$ cat src/rtl/display_scan_mux_pkg.sv
// Shared constants for the time-of-day display scanner.
//   - default digit count and divider ratios for the board clock
//   - named digit positions (digit 0 is the rightmost, seconds units)
//   - a small BCD validity helper used by the blanking logic
package display_scan_mux_pkg;

  localparam int DEF_NUM_DIGITS = 6;
  localparam int DEF_SCAN_DIV   = 50000;  // clocks per digit slot
  localparam int DEF_BLINK_DIV  = 250;    // slot ticks per blink half-period

  // Digit positions for an HH:MM:SS layout
  localparam int SEC_U = 0;
  localparam int SEC_T = 1;
  localparam int MIN_U = 2;
  localparam int MIN_T = 3;
  localparam int HR_U  = 4;
  localparam int HR_T  = 5;

  // True for codes the seven-segment decoder can render (0-9)
  function automatic logic is_bcd(input logic [3:0] d);
    return (d <= 4'd9);
  endfunction

endpackage

$ cat src/rtl/display_scan_mux_tick_divider.sv
// tick_divider: free-running modulo-DIV counter with a single-cycle tick.
//   clk    in  system clock
//   reset  in  synchronous, active-high
//   enable in  counter advances only while high; holds otherwise
//   tick   out combinational, high on the enabled cycle where the count
//              is at DIV-1 (i.e. the edge on which it wraps to 0)
module tick_divider #(
  parameter int DIV = 4
) (
  input  logic clk,
  input  logic reset,
  input  logic enable,
  output logic tick
);

  localparam int CW = (DIV > 1) ? $clog2(DIV) : 1;

  logic [CW-1:0] cnt;

  // With DIV=1 the count sits at 0 and tick follows enable directly.
  assign tick = enable && (cnt == CW'(DIV - 1));

  always_ff @(posedge clk) begin
    if (reset) begin
      cnt <= '0;
    end else if (enable) begin
      cnt <= tick ? '0 : cnt + CW'(1);
    end
  end

endmodule

$ cat src/rtl/display_scan_mux.sv
// display_scan_mux: time-multiplexes NUM_DIGITS BCD digits onto one shared
// seven-segment decoder.
//   clk        in  system clock
//   reset      in  synchronous, active-high
//   enable     in  1 = scanning; 0 = counters hold, display dark
//   digits     in  packed BCD, digit i at [4i+3:4i]
//   blink_mask in  per-digit blink enable (time-set mode)
//   blank_lead in  suppress a zero in the most significant digit
//   number     out registered BCD nibble for the decoder (always 0-9)
//   digit_sel  out registered one-hot digit enable, all-zero when blanked
//   slot       out registered current digit index
//   scan_tick  out registered one-cycle pulse on each slot advance
module display_scan_mux
  import display_scan_mux_pkg::*;
#(
  parameter int SCAN_DIV   = DEF_SCAN_DIV,
  parameter int BLINK_DIV  = DEF_BLINK_DIV,
  parameter int NUM_DIGITS = DEF_NUM_DIGITS
) (
  input  logic                    clk,
  input  logic                    reset,
  input  logic                    enable,
  input  logic [4*NUM_DIGITS-1:0] digits,
  input  logic [NUM_DIGITS-1:0]   blink_mask,
  input  logic                    blank_lead,
  output logic [3:0]              number,
  output logic [NUM_DIGITS-1:0]   digit_sel,
  output logic [2:0]              slot,
  output logic                    scan_tick
);

  localparam logic [2:0] LAST_SLOT = 3'(NUM_DIGITS - 1);

  logic       tick;
  logic       blink_wrap;
  logic       blink_phase;
  logic       blink_phase_next;
  logic [2:0] slot_next;
  logic [3:0] cur_digit;
  logic       cur_mask;
  logic       blanked;

  // Slot prescaler
  tick_divider #(.DIV(SCAN_DIV)) u_prescaler (
    .clk    (clk),
    .reset  (reset),
    .enable (enable),
    .tick   (tick)
  );

  // Blink divider counts slot ticks, so it freezes along with the scan
  tick_divider #(.DIV(BLINK_DIV)) u_blink_div (
    .clk    (clk),
    .reset  (reset),
    .enable (tick),
    .tick   (blink_wrap)
  );

  always_comb begin
    slot_next = slot;
    if (tick) slot_next = (slot == LAST_SLOT) ? 3'd0 : slot + 3'd1;
  end

  // The slot being entered sees the phase that takes effect on the same edge
  assign blink_phase_next = blink_phase ^ blink_wrap;

  // Select the digit and mask bit for the upcoming slot
  always_comb begin
    cur_digit = '0;
    cur_mask  = 1'b0;
    for (int i = 0; i < NUM_DIGITS; i++) begin
      if (slot_next == 3'(i)) begin
        cur_digit = digits[4*i +: 4];
        cur_mask  = blink_mask[i];
      end
    end
  end

  assign blanked = (blink_phase_next && cur_mask)
                || !is_bcd(cur_digit)
                || (blank_lead && (slot_next == LAST_SLOT) && (cur_digit == 4'd0));

  always_ff @(posedge clk) begin
    if (reset) begin
      slot        <= '0;
      blink_phase <= 1'b0;
      number      <= '0;
      digit_sel   <= '0;
      scan_tick   <= 1'b0;
    end else if (enable) begin
      slot        <= slot_next;
      blink_phase <= blink_phase_next;
      scan_tick   <= tick;
      if (blanked) begin
        number    <= '0;
        digit_sel <= '0;
      end else begin
        number    <= cur_digit;
        digit_sel <= NUM_DIGITS'(1) << slot_next;
      end
    end else begin
      // Dark while paused; counters hold inside the dividers and slot above
      number    <= '0;
      digit_sel <= '0;
      scan_tick <= 1'b0;
    end
  end

endmodule

$ cat config.mk
export PLATFORM = sky130hd
export DESIGN_NAME = display_scan_mux
export DESIGN_NICKNAME = d
export VERILOG_FILES = /design/src/rtl/display_scan_mux_pkg.sv /design/src/rtl/display_scan_mux_tick_divider.sv /design/src/rtl/display_scan_mux.sv
export SDC_FILE = /design/constraint.sdc
export NUM_CORES = 1
export LEC_CHECK = 0
export CELL_PAD_IN_SITES_DETAIL_PLACEMENT = 1
export CELL_PAD_IN_SITES_GLOBAL_PLACEMENT = 1
export CORE_MARGIN = 3
export CORE_UTILIZATION = 34
export CTS_BUF_LIST = sky130_fd_sc_hd__clkbuf_16
export CTS_CLUSTER_DIAMETER = 200
export DETAILED_ROUTE_END_ITERATION = 6
export PLACE_DENSITY_LB_ADDON = 0.1
export SLEW_MARGIN = 20
export SYNTH_ARGS = -nofsm -noshare
export SYNTH_HDL_FRONTEND = slang
export SYNTH_SLANG_ARGS = --single-unit
$ cat constraint.sdc
create_clock -name clk -period 2.57 [get_ports clk]
set_clock_uncertainty 0.05 [all_clocks]
set_input_delay 0.257 -clock clk [delete_from_list [all_inputs] [get_ports clk]]
set_output_delay 0.257 -clock clk [all_outputs]
set_load 0.01 [all_outputs]
==> results of run 1 <==
cells by family (layout without fill, tap and decap cells):
group                    Yosys count  after routing  share of synthesized area
XOR/XNOR                          19             19                     0.0687
flip-flops                        39             39                      0.322
multiplexers                       3              3                     0.0124
AO/OA/AOI/OAI                     77             77                      0.240
adder cells (fa/ha/maj)            9              9                     0.0403
AND/OR/NAND/NOR                  123            124                      0.275
buffers and inverters             22            123                     0.0413
registers in the layout, summed over array words and instances, names as in the netlist:
name and flops:
u_prescaler.cnt 16, slot 3, u_blink_div.cnt 8, blink_phase 1
number 4, digit_sel 6, scan_tick 1
cells in the mapped netlist, types with 3 or more instances:
cell type	number	area [sq um]
nor4_1	6	37.5
nor2b_1	3	18.8
a221o_1	3	30.0
xnor2_1	8	70.1
ha_1	3	37.5
dfxtp_1	39	781
xor2_1	11	96.3
o21a_1	5	37.5
inv_1	5	18.8
nand2b_1	5	31.3
maj3_1	6	60.1
and3_1	7	43.8
nor3_1	6	30.0
nand2_1	28	105
or3_1	5	31.3
nand3_1	7	35.0
a21oi_1	20	100
mux2i_1	3	30.0
o21ai_0	16	80.1
clkbuf_1	11	41.3
a211oi_1	5	37.5
nand4_1	10	62.6
nor2_1	29	109
tightest hold or removal path, delay by kind of cell, from the launching register on:
kind,cells,cell delay (ns)
flip-flops,1,0.31
AO/OA/AOI/OAI,2,0.13
per-layer routing:
layer | vias to the layer above | GRT usage
li1 | 1284 | -
met1 | 1267 | 0.246
met2 | 71 | 0.365
met3 | 20 | 0.0383
met5 | - | 0
met4 | 0 | 0.0982
cells in the final DEF, fill, tap and decap left out, drive strengths merged, types with 3 or more instances in the layout:
master,count
or3,6
o21a,5
mux2i,3
a21oi,22
nor2,31
nand2,28
and3,7
a211oi,5
xor2,11
maj3,6
dfxtp,39
inv,6
a221o,3
clkdlybuf4s50,47
ha,3
xnor2,8
a22oi,3
nand3,7
nand4,10
clkbuf,5
nor2b,3
o21ai,16
nand2b,5
nor3,6
nor4,8
buf,63
layout make-up:
| cell class | count | area (sq um) | share of cell area |
|---|---|---|---|
| clock buffer | 5 | 125 | 0.0336 |
| clock inverter | 3 | 16.3 | 0.00437 |
| inverter | 5 | 18.8 | 0.00504 |
| multi-input combinational | 232 | 1700 | 0.457 |
| sequential | 39 | 786 | 0.211 |
| tap | 96 | 120 | 0.0323 |
| timing repair buffer | 110 | 956 | 0.257 |
through the flow:
stage | instances | util | cell area, sq um | setup TNS (ns)
floorplan | 292 | - | 2440 | 0
global placement | 477 | 0.494 | 3390 | -1.64
detailed placement | 477 | 0.494 | 3390 | -2.29
CTS | 490 | 0.534 | 3670 | -0.00812
global route | 490 | 0.542 | 3720 | -0.732
finish | 490 | 0.542 | 3720 | -0.0413
final timing paths:
| check | from | endpoint | cells after the start |
|---|---|---|---|
| worst min register to register | u_blink_div.cnt[7] | u_blink_div.cnt[7] | 2 |
| worst min-delay path | u_blink_div.cnt[7] | u_blink_div.cnt[7] | 2 |
| worst max register to register | u_prescaler.cnt[10] | digit_sel[2] | 8 |
| worst max-delay path | u_prescaler.cnt[10] | digit_sel[2] | 8 |
power by group through the flow:
stage | logic (mW) | registers (mW) | clock network [mW]
final | 0.153 | 0.614 | 0.595
after global routing | 0.165 | 0.615 | 0.631
after CTS | 0.149 | 0.613 | 0.612
after detailed placement | 0.140 | 0.626 | 0
after global placement | 0.139 | 0.626 | 0
after floorplan | 0.0470 | 0.628 | 0
timing repair:
action | in CTS | in global routing
buffers inserted | 4 | 0
resized for setup | 17 | 11
pin swaps | 4 | 3
cloned | 1 | 0
setup endpoints to repair | 9 | 10
==> qor.csv, run 1 <==
metric;value;unit
yosysWarningCount;0;
n_antenna_cell;0;
power_frac_seq;0.451;
worstHoldPathType;reg -> reg;
ios;48;
endpoint_kind;flip-flop;
setup_viol;4;
met3_length;347;microns
vias;2642;
fp.dieH;90.4;microns
avgSynthCellArea;8.30;sq um
dieArea;8180;sq um
netlist_area;2420;sq um
p_per_area;366;nW/um^2
clock_sinks;39;
fin_nets;430;
clock-root-buffer;clkbuf_16;
cts_buffers;5;
p_sw_frac;0.226;
synthCells;292;
overflow;0;
clockPowerShare;0.437;
peakVddDrop;0.356;mV
grt_pass1_vias;2759;
period_share;1.01;
status;finished with violations;
relSlewSlack;0.690;
power.internal;1.05;mW
hold_viol;0;
crit_buf_inv;1;
grtUsageTotal;0.209;
tightest_slew;0.464;ns
power.switching;0.308;mW
ant_nets;0;
clk_pin_slew;0.06;ns
rows;30;
gp_congestion;0.854;
top_layer;met4;
nFillCells;807;
ys_seq_area_frac;0.322;
grt_pass1_wl;13800;microns
reg2reg_slack;-0.03;ns
cts.htree.levels;2;
vias_per_cell;5.39;
setup_ws;-0.0276;ns
wl_met2;4210;microns
place_ws;-0.392;ns
area_growth;53.6;%
floorplan.initialDensity;0.353;
grt_max_degree;19;
clk_path_buf_depth;2;
crit_type;reg -> reg;
cp_top_family;simple AND/OR/NAND/NOR gates;
synth-seq-cells;39;
cts_tree;built;
p_leak;1.37;nW
synth-edff-count;0;
max_freq;0.385;GHz
power;1.36;mW
start_kind;flip-flop;
met1_length;3570;microns
drtIter0Drc;104;
drc;0;
wl;8440;microns
antenna_found_initial;0;
combPwrFrac;0.112;
async_flop_share;0;
core;6870;sq um
hpwl;6450;microns
synth_nets;329;
finalCriticalPeriod;2.60;ns
crit_chain;or4b_4 > nor4_4 > buf_12 > xnor2_2 > o22a_1 > a311oi_4 > nor2_4 > a2111oi_4;
crit_arrival;2.74;ns
holdBufCountCts;0;
first_pass_iters;4;
drive_gt1_frac;0.266;
synthDistinctLibCells;62;
synthFlopType;dfxtp_1;
clk_latency;0.28;ns
worstPathRequired;2.71;ns
wl_per_cell;17.2;microns
cp_max_fo;16;
rsz0062_at_grt;true;
die_w;90.4;microns
cpPeakStageDelay;0.59;ns
crit_slowest_cell;or4b_4;
io_buffers;47;
maxCapViolations;0;
slew_viol_final;0;
violations;setup timing;
hold_ws;0.437;ns
Power figures use the tool's default switching activity.
==> inputs of run 2 (changes only) <==
==> constraint.sdc (replaced) <==
create_clock -name clk -period 2.1 [get_ports clk]
set_clock_uncertainty 0.05 [all_clocks]
set_input_delay 0.42 -clock clk [delete_from_list [all_inputs] [get_ports clk]]
set_output_delay 0.42 -clock clk [all_outputs]
set_load 0.01 [all_outputs]
==> qor.csv, run 2 (same netlist as run 1, synthesis figures left out) <==
metric;value;unit;change
area_growth;62.4;%;was 53.6%
crit_chain;ha_4 > nand4_1 > buf_4 > o41ai_2 > buf_4 > o32ai_1 > a22oi_1 > buf_4 > a22oi_4 > a21oi_4 > nor4_1;;was or4b_4 > nor4_4 > buf_12 > xnor2_2 > o22a_1 > a311oi_4 > nor2_4 > a2111oi_4
finalCriticalPeriod;2.71;ns;was 2.60 ns
maxCapViolations;0;;unchanged
clock-root-buffer;clkbuf_16;;unchanged
p_leak;1.53;nW;was 1.37 nW
antenna_found_initial;0;;unchanged
clk_latency;0.28;ns;about the same
largestRegisters;u_prescaler.cnt (16), u_blink_div.cnt (8), digit_sel (6);;unchanged
rsz0062_at_grt;true;;unchanged
setup_ws;-0.612;ns;was -0.0276 ns
worstRegToRegCells;11;;was 8
crit_slowest_cell;o41ai_2;;was or4b_4
crit_type;reg -> reg;;unchanged
ant_nets;0;;unchanged
grt_pass1_vias;2727;;was 2759
drtIter0Drc;162;;was 104
grt_pass1_wl;13800;microns;about the same
setup_viol;17;;was 4
drc;0;;unchanged
power;1.81;mW;was 1.36 mW
floorplan.initialDensity;0.353;;unchanged
cts_tree;built;;unchanged
rows;30;;unchanged
core;6870;sq um;unchanged
dieArea;8180;sq um;unchanged
worstPathRequired;2.21;ns;was 2.71 ns
wl_per_cell;17.6;microns;was 17.2 microns
endpoint_kind;flip-flop;;unchanged
gp_congestion;0.799;;was 0.854
vias_per_cell;5.36;;was 5.39
place_ws;-0.920;ns;was -0.392 ns
peakVddDrop;0.372;mV;was 0.356 mV
vias;2752;;was 2642
grtUsageTotal;0.209;;about the same
fp.dieH;90.4;microns;unchanged
largest_register_ffs;16;;unchanged
status;finished with violations;;unchanged
worstHoldPathType;reg -> reg;;unchanged
start_kind;flip-flop;;unchanged
holdBufCountCts;0;;unchanged
holdPathStages;2;;unchanged
overflow;0;;unchanged
die_w;90.4;microns;unchanged
layout_common_cells;buf_4, clkdlybuf4s50_1, dfxtp_1;;unchanged
grt_max_degree;21;;was 19
violations;setup timing;;unchanged
layout_commonest_cell;buf_4;;unchanged
first_pass_iters;4;;unchanged
clock_sinks;39;;unchanged
slew_viol_final;0;;unchanged
rr_startpoint;u_prescaler.cnt[1];;was u_prescaler.cnt[10]
clk_path_buf_depth;2;;unchanged
clk_pin_slew;0.06;ns;about the same
hp-start;u_blink_div.cnt[5];;was u_blink_div.cnt[7]
n_antenna_cell;0;;unchanged
hold_viol;0;;unchanged
critPathLaunch;u_prescaler.cnt[1];;was u_prescaler.cnt[10]
cts_buffers;5;;unchanged
crit_arrival;2.82;ns;was 2.74 ns
relSlewSlack;0.728;;was 0.690
io_buffers;47;;unchanged
cts.htree.levels;2;;unchanged
hpwl;6420;microns;was 6450 microns
crit_buf_inv;3;;was 1
regMostFlops;u_prescaler.cnt;;unchanged
fin_nets;453;;was 430
cp.depth;11;;was 8
period_share;1.29;;was 1.01
tightest_slew;0.407;ns;was 0.464 ns
setup_tns;-7.28;ns;was -0.0413 ns
cpPeakStageDelay;0.42;ns;was 0.59 ns
drive_gt1_frac;0.297;;was 0.266
max_freq;0.369;GHz;was 0.385 GHz
ios;48;;unchanged
cp_max_fo;7;;was 16
cp_top_family;compound AO/OA/AOI/OAI gates;;was simple AND/OR/NAND/NOR gates
p_per_area;459;nW/um^2;was 366 nW/um^2
wl;9010;microns;was 8440 microns
cp_common_cell;buf_4;;
run 2: cell types whose count changed in the layout (fill, tap and decap cells not counted), sizes merged:
cell           before  now
buf                63   87
nor2               31   30
inv                 6    5
dlygate4sd2         0    1
clkdlybuf4s50      47   46
bufinv              0    1
run 2: path summary, 6_finish.rpt:
kind                                           end  slack [ns]
worst max-delay path                  digit_sel[3]       -0.61
worst min-delay path            u_blink_div.cnt[5]        0.46
worst max register to register        digit_sel[3]       -0.61
worst min register to register  u_blink_div.cnt[5]        0.46
run 2: area by class of cell:
cell class	instances	area, sq um
Fill cell	832	2930
Multi-Input combinational cell	231	1630
Timing Repair Buffer	134	1210
Sequential cell	39	786
Clock buffer	5	125
Tap cell	96	120
Clock inverter	3	43.8
Inverter	5	18.8
run 2: where the power goes:
part | switching, mW | internal (mW) | leakage [nW]
clock network | 0.312 | 0.560 | 0.0838
logic | 0.0746 | 0.108 | 1.13
registers | 0.00394 | 0.747 | 0.317
total | 0.391 | 1.42 | 1.53
run 2: tightest hold or removal path, delay by kind of cell, from the launching register on:
family / cells / cell delay, ns
DFF: 1 / 0.32
AOI/OAI and AO/OA: 2 / 0.14
run 2: repair_timing:
item | 4_1_cts | 5_1_grt
endpoints found under the hold margin | 0 | 0
setup buffers | 7 | 8
endpoints found under the setup margin | 14 | 21
resized for setup | 11 | 15
pin swaps | 11 | 9
run 2: per-layer routing:
layer / up-vias / track usage / wire, microns
met2: 58 / 0.364 / 4510
met5: - / 0 / 0
met3: 8 / 0.0350 / 323
met1: 1358 / 0.269 / 4080
met4: 0 / 0.0536 / 106
li1: 1328 / - / -
run 2: through the flow:
stage / util / instance area, sq um / hold slack (ns) / instances
after floorplan: - / 2470 / 0.404 / 292
after global placement: 0.519 / 3560 / 0.417 / 493
after detailed placement: 0.519 / 3560 / 0.443 / 493
after CTS: 0.555 / 3810 / 0.455 / 506
after global routing: 0.573 / 3940 / 0.479 / 513
final: 0.573 / 3940 / 0.459 / 513
